--- src/rtl/message_router.sv ---
// message_router: round-robin arbiter feeding a message queue, with a dispatch
// FSM that delivers each queued message to the context or network controller.
//
// Parameters:
//   NCH    number of request channels (2..16)
//   PW     message parameter width per channel
//   DEPTH  message queue depth (power of two, 2..64)
//   TMO    delivery timeout in cycles (1..65535), used only with the watchdog
//   DSTMAP bit i = 1 routes channel i to the network, 0 to the context controller
//
// Ports:
//   CLK     clock, rising edge
//   RESET   synchronous active-high reset
//   REQ     level request per channel
//   PARAM   channel i parameter in bits [i*PW +: PW]
//   ACK     one-cycle grant pulse per channel
//   MSG     {channel index, parameter} of the message being presented
//   CTXVLD  message valid toward context controller
//   CTXRDY  context controller accepts
//   NETVLD  message valid toward network controller
//   NETRDY  network controller accepts
//   LEVEL   queue occupancy (excludes the message held in MSG)
//   ESTB    one-cycle error strobe
//   ERRC    error code: [15:8] code, [7:0] channel index
//
// Optional feature: define MESSAGE_ROUTER_TIMEOUT_EN to build the delivery
// watchdog; without it ESTB and ERRC are tied to zero.

module message_router #(
  parameter int unsigned      NCH    = 4,
  parameter int unsigned      PW     = 64,
  parameter int unsigned      DEPTH  = 4,
  parameter int unsigned      TMO    = 1023,
  parameter logic [NCH-1:0]   DSTMAP = '0,
  localparam int unsigned     CW     = ($clog2(NCH) > 1) ? $clog2(NCH) : 1,
  localparam int unsigned     LW     = $clog2(DEPTH) + 1
) (
  input  logic                CLK,
  input  logic                RESET,
  input  logic [NCH-1:0]      REQ,
  input  logic [NCH*PW-1:0]   PARAM,
  output logic [NCH-1:0]      ACK,
  output logic [CW+PW-1:0]    MSG,
  output logic                CTXVLD,
  input  logic                CTXRDY,
  output logic                NETVLD,
  input  logic                NETRDY,
  output logic [LW-1:0]       LEVEL,
  output logic                ESTB,
  output logic [15:0]         ERRC
);

  localparam int unsigned AW = $clog2(DEPTH);
  localparam int unsigned MW = CW + PW;
  localparam int unsigned DW = 1 << CW;
  // Destination map widened so any CW-bit channel index selects a valid bit.
  localparam logic [DW-1:0] DST_EXT = DW'(DSTMAP);

  // Elaboration-time parameter range checks
  if (NCH < 2 || NCH > 16) begin : g_chk_nch
    $error("message_router: NCH out of range");
  end
  if (DEPTH < 2 || DEPTH > 64 || (DEPTH & (DEPTH - 1)) != 0) begin : g_chk_depth
    $error("message_router: DEPTH must be a power of two in 2..64");
  end
  if (TMO < 1 || TMO > 65535) begin : g_chk_tmo
    $error("message_router: TMO out of range");
  end

  typedef enum logic {IDLE, SEND} state_t;

  // Queue storage and pointers
  logic [MW-1:0] mem [DEPTH];
  logic [AW-1:0] wr_ptr;
  logic [AW-1:0] rd_ptr;
  logic [LW-1:0] level;

  // Arbitration state; ack doubles as the one-edge mask of the last grantee
  logic [CW-1:0]  rr_ptr;
  logic [NCH-1:0] ack;

  // Dispatch state
  state_t        state;
  logic [MW-1:0] msg;
  logic          ctx_vld;
  logic          net_vld;

  logic [NCH-1:0] elig_c;
  logic           full_c;
  logic           grant_c;
  logic [CW-1:0]  gnt_idx_c;
  logic [PW-1:0]  gnt_param_c;
  logic           xfer_c;
  logic           tmo_hit_c;
  logic           done_c;
  logic           pop_c;
  logic [MW-1:0]  head_c;
  logic           dst_net_c;
  int unsigned    idx;

  assign elig_c = REQ & ~ack;
  // Full blocks grants even if a pop happens at the same edge.
  assign full_c = (level == LW'(DEPTH));

  // Round-robin search starting at the channel after the last grantee
  always_comb begin
    grant_c   = 1'b0;
    gnt_idx_c = '0;
    idx       = 0;
    for (int unsigned k = 1; k <= NCH; k++) begin
      idx = (32'(rr_ptr) + k) % NCH;
      if (!grant_c && !full_c && elig_c[CW'(idx)]) begin
        grant_c   = 1'b1;
        gnt_idx_c = CW'(idx);
      end
    end
  end

  // Parameter slice of the granted channel
  always_comb begin
    gnt_param_c = '0;
    for (int unsigned i = 0; i < NCH; i++) begin
      if (gnt_idx_c == CW'(i)) begin
        gnt_param_c = PARAM[i*PW +: PW];
      end
    end
  end

  // Only the RDY of the selected destination can complete a transfer.
  assign xfer_c    = (ctx_vld && CTXRDY) || (net_vld && NETRDY);
  assign done_c    = xfer_c || tmo_hit_c;
  assign pop_c     = (level != '0) &&
                     ((state == IDLE) || ((state == SEND) && done_c));
  assign head_c    = mem[rd_ptr];
  assign dst_net_c = DST_EXT[head_c[MW-1 -: CW]];

  // Queue, grant pulse and round-robin pointer
  always_ff @(posedge CLK) begin
    if (RESET) begin
      wr_ptr <= '0;
      rd_ptr <= '0;
      level  <= '0;
      rr_ptr <= CW'(NCH - 1);
      ack    <= '0;
    end else begin
      ack <= '0;
      if (grant_c) begin
        mem[wr_ptr]    <= {gnt_idx_c, gnt_param_c};
        wr_ptr         <= wr_ptr + AW'(1);
        rr_ptr         <= gnt_idx_c;
        ack[gnt_idx_c] <= 1'b1;
      end
      if (pop_c) begin
        rd_ptr <= rd_ptr + AW'(1);
      end
      level <= level + LW'(grant_c) - LW'(pop_c);
    end
  end

  // Dispatch FSM: IDLE loads the head, SEND presents it until done
  always_ff @(posedge CLK) begin
    if (RESET) begin
      state   <= IDLE;
      msg     <= '0;
      ctx_vld <= 1'b0;
      net_vld <= 1'b0;
    end else begin
      case (state)
        IDLE: begin
          if (pop_c) begin
            msg     <= head_c;
            ctx_vld <= !dst_net_c;
            net_vld <= dst_net_c;
            state   <= SEND;
          end
        end
        SEND: begin
          if (done_c) begin
            if (pop_c) begin
              msg     <= head_c;
              ctx_vld <= !dst_net_c;
              net_vld <= dst_net_c;
            end else begin
              ctx_vld <= 1'b0;
              net_vld <= 1'b0;
              state   <= IDLE;
            end
          end
        end
        default: begin
          state   <= IDLE;
          ctx_vld <= 1'b0;
          net_vld <= 1'b0;
        end
      endcase
    end
  end

`ifdef MESSAGE_ROUTER_TIMEOUT_EN
  logic [15:0] tmo_cnt;
  logic        estb;
  logic [15:0] errc;

  // Counter reaching TMO at this edge means the message has waited TMO cycles.
  assign tmo_hit_c = (state == SEND) && !xfer_c && (tmo_cnt == 16'(TMO - 1));

  // Delivery watchdog
  always_ff @(posedge CLK) begin
    if (RESET) begin
      tmo_cnt <= '0;
      estb    <= 1'b0;
      errc    <= '0;
    end else begin
      estb <= 1'b0;
      if (state != SEND || done_c) begin
        tmo_cnt <= '0;
      end else begin
        tmo_cnt <= tmo_cnt + 16'd1;
      end
      if (tmo_hit_c) begin
        estb <= 1'b1;
        errc <= {8'h01, 8'(msg[MW-1 -: CW])};
      end
    end
  end

  assign ESTB = estb;
  assign ERRC = errc;
`else
  assign tmo_hit_c = 1'b0;
  assign ESTB      = 1'b0;
  assign ERRC      = '0;
`endif

  assign ACK    = ack;
  assign MSG    = msg;
  assign CTXVLD = ctx_vld;
  assign NETVLD = net_vld;
  assign LEVEL  = level;

endmodule

--- config.mk ---
export PLATFORM = sky130hd
export DESIGN_NAME = message_router
export DESIGN_NICKNAME = d
export VERILOG_FILES = /design/src/rtl/message_router.sv
export SDC_FILE = /design/constraint.sdc
export NUM_CORES = 1
export LEC_CHECK = 0
export ABC_AREA = 1
export BUFFER_PORTS_ARGS = -buffer_cell sky130_fd_sc_hd__clkbuf_2
export CORE_MARGIN = 5
export CORE_UTILIZATION = 25
export DETAILED_ROUTE_END_ITERATION = 16
export PLACE_DENSITY = 0.4
export SLEW_MARGIN = 20
export SYNTH_ARGS = -nofsm -noshare
export SYNTH_HDL_FRONTEND = slang
export SYNTH_SLANG_ARGS = --single-unit
--- constraint.sdc ---
create_clock -name CLK -period 5.41 [get_ports CLK]
set_input_delay 0.541 -clock CLK [delete_from_list [all_inputs] [get_ports CLK]]
set_output_delay 0.541 -clock CLK [all_outputs]
set_load 0.02 [all_outputs]
==> results of run 1 <==
## worst paths after layout
| check | start | to |
|---|---|---|
| worst min register to register | rd_ptr[1] | register |
| worst max-delay path | rr_ptr[0] | mem[1][35] |
| worst min-delay path | RESET | LEVEL[1] |
| worst max register to register | rr_ptr[0] | mem[1][35] |
## worst max-delay path, cell delays in order (launching register included)
cell     delay, ns
dfxtp_1       0.60
inv_4         0.16
nand2_1       0.12
nand2_2       0.11
nand3_1       0.09
nand2_1       0.13
nor2_2        0.25
nor2_1        0.07
o21ai_0       0.27
nand2_2       0.37
nor2_4        0.73
buf_4         0.38
## logic make-up (layout without fill, tap and decap cells)
kind of cell               count (synthesis)  after routing  synth area share (%)
AOI/OAI and AO/OA                        283            283                 9.832
DFF                                      347            347                 62.22
and+or+nand+nor                          702            702                 21.14
xor gates and xnor gates                   1              1               0.05684
other                                      1             18               0.02433
buffers and inverters                    184            484                 6.105
adders and majority gates                  7              7                0.6170
## area by class of cell
type                       count  area, um2  area share [%]
clock buffer                  69       1222           6.439
multi-input combinational   1011       4990           26.28
tap                          790      988.4           5.206
sequential                   347       9597           50.55
timing repair buffer         355       1874           9.872
clock inverter                 9      111.4          0.5865
inverter                      51      202.7           1.068
## metrics by stage
| stage | util [%] | instance area (um2) | hold WS, ns | total power [mW] | setup WS, ns |
|---|---|---|---|---|---|
| final | 30.94 | 18990 | 0.2336 | 15.18 | 1.790 |
| after CTS | 30.94 | 18990 | 0.2009 | 15.54 | 1.712 |
| after global routing | 30.94 | 18990 | 0.2251 | 16.35 | 1.343 |
| after floorplan | - | 15470 | 0.4363 | 10.31 | 0.5268 |
| after detailed placement | 28.76 | 17650 | 0.4580 | 12.77 | 1.737 |
| after global placement | 28.76 | 17650 | 0.4408 | 12.65 | 1.668 |
## placed cells by master, fill, tap and decap left out, types with 2 or more instances in the layout
| cell | n |
|---|---|
| buf_12 | 4 |
| nand3_2 | 16 |
| inv_1 | 45 |
| clkbuf_16 | 42 |
| clkinv_1 | 2 |
| clkbuf_8 | 7 |
| nor2_2 | 3 |
| clkbuf_1 | 20 |
| o21ai_0 | 204 |
| a21oi_1 | 8 |
| o21ai_1 | 2 |
| nand3_1 | 175 |
| nor3_1 | 4 |
| ha_1 | 6 |
| a31oi_1 | 66 |
| nand3b_1 | 20 |
| nor2_1 | 269 |
| nand2_1 | 149 |
| nand2_4 | 5 |
| nand2_2 | 5 |
| edfxtp_1 | 264 |
| dfxtp_1 | 81 |
| clkbuf_2 | 336 |
| conb_1 | 18 |
| buf_4 | 15 |
| nand4_1 | 45 |
| dfxtp_4 | 2 |
| clkinv_2 | 4 |
| nor2_4 | 6 |
| o211ai_1 | 2 |
| inv_4 | 4 |
| nor3_2 | 2 |
## state kept, by name (all words and copies together) (netlist names), named ones only
register / cells
mem: 264
MSG: 66
ACK: 4
LEVEL: 3
rd_ptr: 2
rr_ptr: 2
wr_ptr: 2
CTXVLD: 1
state: 1
## power by group
group | leakage [nW] | total (mW) | internal [mW] | switching (mW)
sequential | 3.11 | 5.41 | 4.99 | 0.426
clock | 0.646 | 2.70 | 1.60 | 1.10
combinational | 3.65 | 7.06 | 1.71 | 5.35
## metal layers
metal  up-vias  track usage, %  share of wire [%]
met5         -               0              0.026
met4         2           3.600                2.2
met3        64           2.952                5.3
met2       334           25.12                 48
met1      5758           18.48                 44
li1       5939               -                  -
==> parameters.txt, run 1 <==
Parameter                              Value

STA
  Final Max Tran Viols ... 0
  Final setup fails ... 0
  Min cycle time layout ... 3.620 ns
  Worst slew margin relative to its limit ... 29.21%
  Final Cycle Share ... 66.91%
  Final hold vios ... 0
  Max Freq ... 276.3 MHz
  Slew at the pin with the worst max-slew slack ... ~1.1 ns
  Fin Clk Skew ... 0.02166 ns
  Setup_tns ... 0 ns
  RSZ-0062 raised after global routing ... false

Worst setup path
  Critical Path Sink Type ... register
  CP Launch Type ... register
  Critical path class ... reg -> reg
  Highest fanout seen on the critical path ... 19
  Logic depth of the worst register-to-register path ... 11
  R2R Setup Slk ... 1.79 ns
  Endpoint required time on the critical path ... 5.65 ns
  Data arrival at the endpoint of the critical path ... 3.86 ns

Logic synthesis
  EDFF count, synth ... 264
  Synth area leaders ... edfxtp_1 (51%), dfxtp_1 (11%), nor2_1 (6.7%)
  Commonest register cell after synthesis ... edfxtp_1
  Post-synthesis sequential element count ... 347
  Area share of the leading cell type in the synthesized netlist ... 51.44%
  Sequential fraction of the synthesis area ... ~62%
  Distinct cell type count of the synthesized netlist ... 35
  Top-count cell post-synth ... nor2_1
  Share of synthesized flip-flops with an asynchronous set or reset ... 0%
  Cell area after synthesis ... roughly 15000 um2
  Most frequent cells after synthesis ... nor2_1 (275), edfxtp_1 (264), o21ai_0 (204)
  Cell count after synthesis ... about 1500
  Yosys synthesis warning count ... 0
  Post-synthesis cell type with the largest combined area ... edfxtp_1
  Average cell area after synthesis ... approximately 10 um2

Power
  Peak ir drop on the vdd network ... 467.3 uV
  Cell area power density ... 799.4 nW/um2
  Leakage power ... 7.406 nW

Die
  Row Count ... 91
  Floorplan core area ... just over 60000 um2
  Starting utilization of the core area ... 25.11%
  DIE WIDTH ... between 200 and 300 um
  Die area ... around 67000 um2
  Ports ... approximately 360
  Overall die height ... 258.3 um

GRT
  Number of global-route vias before repair ... 12250
  Total routing usage reported by global routing ... approximately 14%
  Wire length of the first global-routing pass ... 74850 um
  Pin count of the biggest net entering global routing ... between 70 and 80
  Overflow after GRT ... 0
  Number of antenna violations at the first check in global routing ... 1

Flow run
  Max Cap Violations ... 0

Drt
  Count of unresolved DRC violations after routing ... 0
  Starting DRC count in detailed routing ... 663
  Detailed Route WL ... roughly 50000 um
  Drt via density ... ~4.6
  Post-route antenna net violation count ... 0
  Number of iterations in the first detailed-routing pass ... 5
  Routed WL per cell ... 19.05 um
  Vias post-DR ... 12100

Cells and area
  N_diodes ... 0
  Final-layout fill cell count ... 6407
  NumNets Final ... 2079
  Area growth from synthesis to layout ... 23.20%
  Final cell count without fillers ... roughly 2600
  Proportion of layout cells with a drive suffix above 1 ... 24.97%

Place
  Detailed placement HPWL ... 31220 um
  Routability congestion estimate ... 0.8057
  DP Cell Count ... approximately 2600
  Count of buffers from port buffering ... roughly 340

CTS
  Clock slew at the register clock pins of the worst setup and hold paths ... 0.06 ns
  CTS tree ... built
  Clk Tree Root Cell ... clkbuf_16
  Worst-Skew Late Latency ... 0.57 ns
  Post-CTS setup-driven buffer insertion count ... 0
  Count of clock tree sinks ... 347
  Clock tree buffer depth ... 3
  Number of instances resized during post-cts repair ... 0
  Level count of the clock H-tree ... 2
  Count of hold-fix buffers inserted at cts ... 0
  Cts bufs inserted ... 42

Hold path
  Hold Path Stages ... 2
  Kind of path behind the tightest hold check ... in -> reg

Run status
  Status ... finished clean
Power figures use the tool's default switching activity.
==> run 2: changes to the inputs <==
--- a/config.mk
+++ b/config.mk
@@ -5,12 +5,12 @@
 export SDC_FILE = /design/constraint.sdc
 export NUM_CORES = 1
 export LEC_CHECK = 0
-export ABC_AREA = 1
+export ABC_AREA = 0
 export BUFFER_PORTS_ARGS = -buffer_cell sky130_fd_sc_hd__clkbuf_2
 export CORE_MARGIN = 5
 export CORE_UTILIZATION = 25
 export DETAILED_ROUTE_END_ITERATION = 16
-export PLACE_DENSITY = 0.4
+export PLACE_DENSITY = 0.42
 export SLEW_MARGIN = 20
 export SYNTH_ARGS = -nofsm -noshare
 export SYNTH_HDL_FRONTEND = slang
==> constraint.sdc (replaced) <==
create_clock -name CLK -period 2.9 [get_ports CLK]
set_input_delay 0.29 -clock CLK [delete_from_list [all_inputs] [get_ports CLK]]
set_output_delay 0.29 -clock CLK [all_outputs]
set_load 0.02 [all_outputs]
==> run 2 against run 1 <==
Against the previous run:
- die area down 3.1%
- wire length fell by 22%
- cell area is 0.23% lower
- synthesized area down 3.3%
- setup slack lost 1.6 ns
- critical path type unchanged
- largest cell class unchanged
- largest power group unchanged
==> parameters.txt, run 2 <==
Parameter                              Value

Cells and area
  Flip-flop count of the largest register, all copies and words added ... 264
  Post-layout util ... 32.09%
  Most common library cell in the layout ignoring fill and taps ... clkbuf_2
  Top library cells by usage in the layout, fill and taps aside ... clkbuf_2 (335), edfxtp_1 (264), mux2i_1 (193), nand2_1 (140), dfxtp_1 (81)
  Proportion of layout cells with a drive suffix above 1 ... 38.32%
  Largest reg by FF count ... mem
  Cell area after layout ... around 19000 um2
  N_diodes ... 0
  Area growth from synthesis to layout ... 27.05%
  NumNets Final ... 1588

Logic synthesis
  Distinct cell type count of the synthesized netlist ... 38
  Top-count cell post-synth ... edfxtp_1
  Cell area after synthesis ... 14910 um2
  Yosys synthesis warning count ... 0
  Simple-gate share of the synthesized area ... under 10%
  Post-synthesis sequential element count ... 347
  Adder and majority gate portion of the synthesized area ... 0.6378%
  Area fraction in compound gates after synthesis ... 2.644%
  Average cell area after synthesis ... around 16 um2
  Synth area leaders ... edfxtp_1 (53%), mux2i_1 (13%), dfxtp_1 (11%)
  EDFF count, synth ... 264
  Commonest register cell after synthesis ... edfxtp_1
  Share of synthesized flip-flops with an asynchronous set or reset ... 0%
  Parity-gate share of the synthesized area counting xor and xnor cells ... 0.2937%
  Post-synthesis cell type with the largest combined area ... edfxtp_1
  Area share of the leading cell type in the synthesized netlist ... 53.17%
  Proportion of synthesized area in mux cells ... between 20 and 25%
  Cell count after synthesis ... 957
  Largest family of logic cells by synthesized area ... multiplexers
  Most frequent cells after synthesis ... edfxtp_1 (264), mux2i_1 (194), nand2_1 (140)
  Sequential fraction of the synthesis area ... 64.32%

CTS
  Clock tree buffer depth ... 3
  Level count of the clock H-tree ... 2
  Cts bufs inserted ... 41
  Count of clock tree sinks ... 347
  CTS tree ... built
  Worst-Skew Late Latency ... 0.55 ns
  Clock slew at the register clock pins of the worst setup and hold paths ... 0.05 ns
  Clk Tree Root Cell ... clkbuf_16

GRT
  Number of global-route vias before repair ... 9666
  Overflow after GRT ... 0
  Pin count of the biggest net entering global routing ... 50
  Total routing usage reported by global routing ... 11.77%
  Wire length of the first global-routing pass ... 58280 um
  Number of antenna violations at the first check in global routing ... 0

Power
  Cell area power density ... 1145 nW/um2
  Leakage power ... 7.469 nW
  Peak ir drop on the vdd network ... 610.9 uV

Worst setup path
  Endpoint required time on the critical path ... 3.16 ns
  Critical Path Sink Type ... register
  Logic depth of the worst register-to-register path ... 8
  Data arrival at the endpoint of the critical path ... slightly below 3 ns
  Highest fanout seen on the critical path ... 29
  Startpoint of the worst-slack reg-to-reg timing path ... ACK[0]
  R2R Setup Slk ... 0.20 ns
  R2R Path End ... mem[0][35]
  Critical path class ... reg -> reg
  CP Launch Type ... register

Drt
  Routed WL per cell ... 18.46 um
  Met2 Routed Length ... 19140 um
  Count of unresolved DRC violations after routing ... 0
  Starting DRC count in detailed routing ... 342
  Drt via density ... approximately 4.3
  Top routing layer in use ... met4
  Detailed Route WL ... a little under 40000 um
  Number of iterations in the first detailed-routing pass ... 4
  Vias post-DR ... 9139
  Post-route antenna net violation count ... 0
  Routed metal-1 wirelength ... 17120 um
  Met3 routed WL ... 2092 um

Hold path
  Hold endpoint ... ACK[1]
  Kind of path behind the tightest hold check ... in -> reg
  Hold Path Stages ... 3
  Hold path startpoint ... RESET

STA
  Final Max Tran Viols ... 0
  Slew at the pin with the worst max-slew slack ... 0.7842 ns
  Setup_tns ... 0 ns
  Fin Clk Skew ... 0.02425 ns
  Min cycle time layout ... between 2 and 3 ns
  Final Cycle Share ... 93.09%
  RSZ-0062 raised after global routing ... false
  Max Freq ... 370.4 MHz
  Worst slew margin relative to its limit ... 47.72%
  Final hold vios ... 0
  Post-layout worst setup margin ... 0.2004 ns
  Final setup fails ... 0

Die
  Die area ... 64620 um2
  Ports ... 356
  Floorplan core area ... 59020 um2
  DIE WIDTH ... 254.2 um
  Starting utilization of the core area ... around 25%
  Overall die height ... 254.2 um
  Row Count ... 89

Flow run
  Max Cap Violations ... 0

Place
  Setup Slack @ Placement ... about 0.19 ns
  Placed instance area ... 17600 um2
  Count of buffers from port buffering ... 336
  Detailed placement HPWL ... 25430 um
  Routability congestion estimate ... between 0.6 and 0.7

Run status
  Status ... finished clean
## run 2: changes by cell type in the layout (fill, tap and decap cells not counted), sizes merged, moves of 46 or more
cell   previous run  this run
nand3           191         0
a21oi             9        68
nand4            46         0
mux4              0        67
a31oi            66         0
nor2            279        17
mux2i             0       194
o21ai           206         2
## run 2: worst max path at each step
stage / endpoint / from / cells past startpoint
after floorplan: LEVEL[2] / ACK[0] / 11
after global placement: mem[0][1] / REQ[1] / 10
after detailed placement: mem[0][35] / REQ[3] / 9
after CTS: mem[0][35] / ACK[0] / 8
after global routing: mem[0][35] / ACK[0] / 8
final: mem[0][35] / ACK[0] / 8
## run 2: report_power, final
part	switching (mW)	internal, mW
registers	0.564	7.61
logic	4.88	3.54
clock network	1.99	3.10
## run 2: timing repair
action                                 in CTS  in global routing
setup buffers                               0                  0
hold buffers                                1                  0
endpoints found under the hold margin       1                  0
resized for setup                           0                  0
## run 2: kinds of logic after synthesis
| family | count (synthesis) |
|---|---|
| DFF | 347 |
| muxes | 261 |
| and+or+nand+nor | 178 |
| buffers and inverters | 83 |
| AOI/OAI and AO/OA | 75 |
| adders and majority gates | 7 |
| xor gates and xnor gates | 5 |
| other | 1 |
## run 2: through the flow
step	std cells	power [mW]	hold WS [ns]
after floorplan	974	14.29	0.3987
after global placement	2046	16.90	0.4440
after detailed placement	2046	17.05	0.4458
after CTS	2122	22.27	0.1849
after global routing	2122	23.11	0.2264
final	2122	21.69	0.2299
## run 2: cell type report
class	count	area, um2
Fill cell	5855	40080
Sequential cell	347	9597
Multi-Input combinational cell	544	4840
Timing Repair Buffer	377	2182
Clock buffer	60	1147
Tap cell	773	967.2
Clock inverter	15	186.4
Inverter	6	22.52
## run 2: routing by layer
layer | up-vias | global-route usage [%]
met5 | - | 0
met4 | 0 | 3.406
met3 | 50 | 2.509
met2 | 218 | 19.74
met1 | 4569 | 15.49
li1 | 4302 | -
## run 2: critical path: stages, from the launching register on
cell and delay (ns):
dfxtp_1 0.31, nand2b_4 0.15, and2_0 0.15, mux4_2 0.52
mux2i_4 0.27, buf_12 0.21, buf_12 0.23, mux2i_1 0.10
mux2i_1 0.43
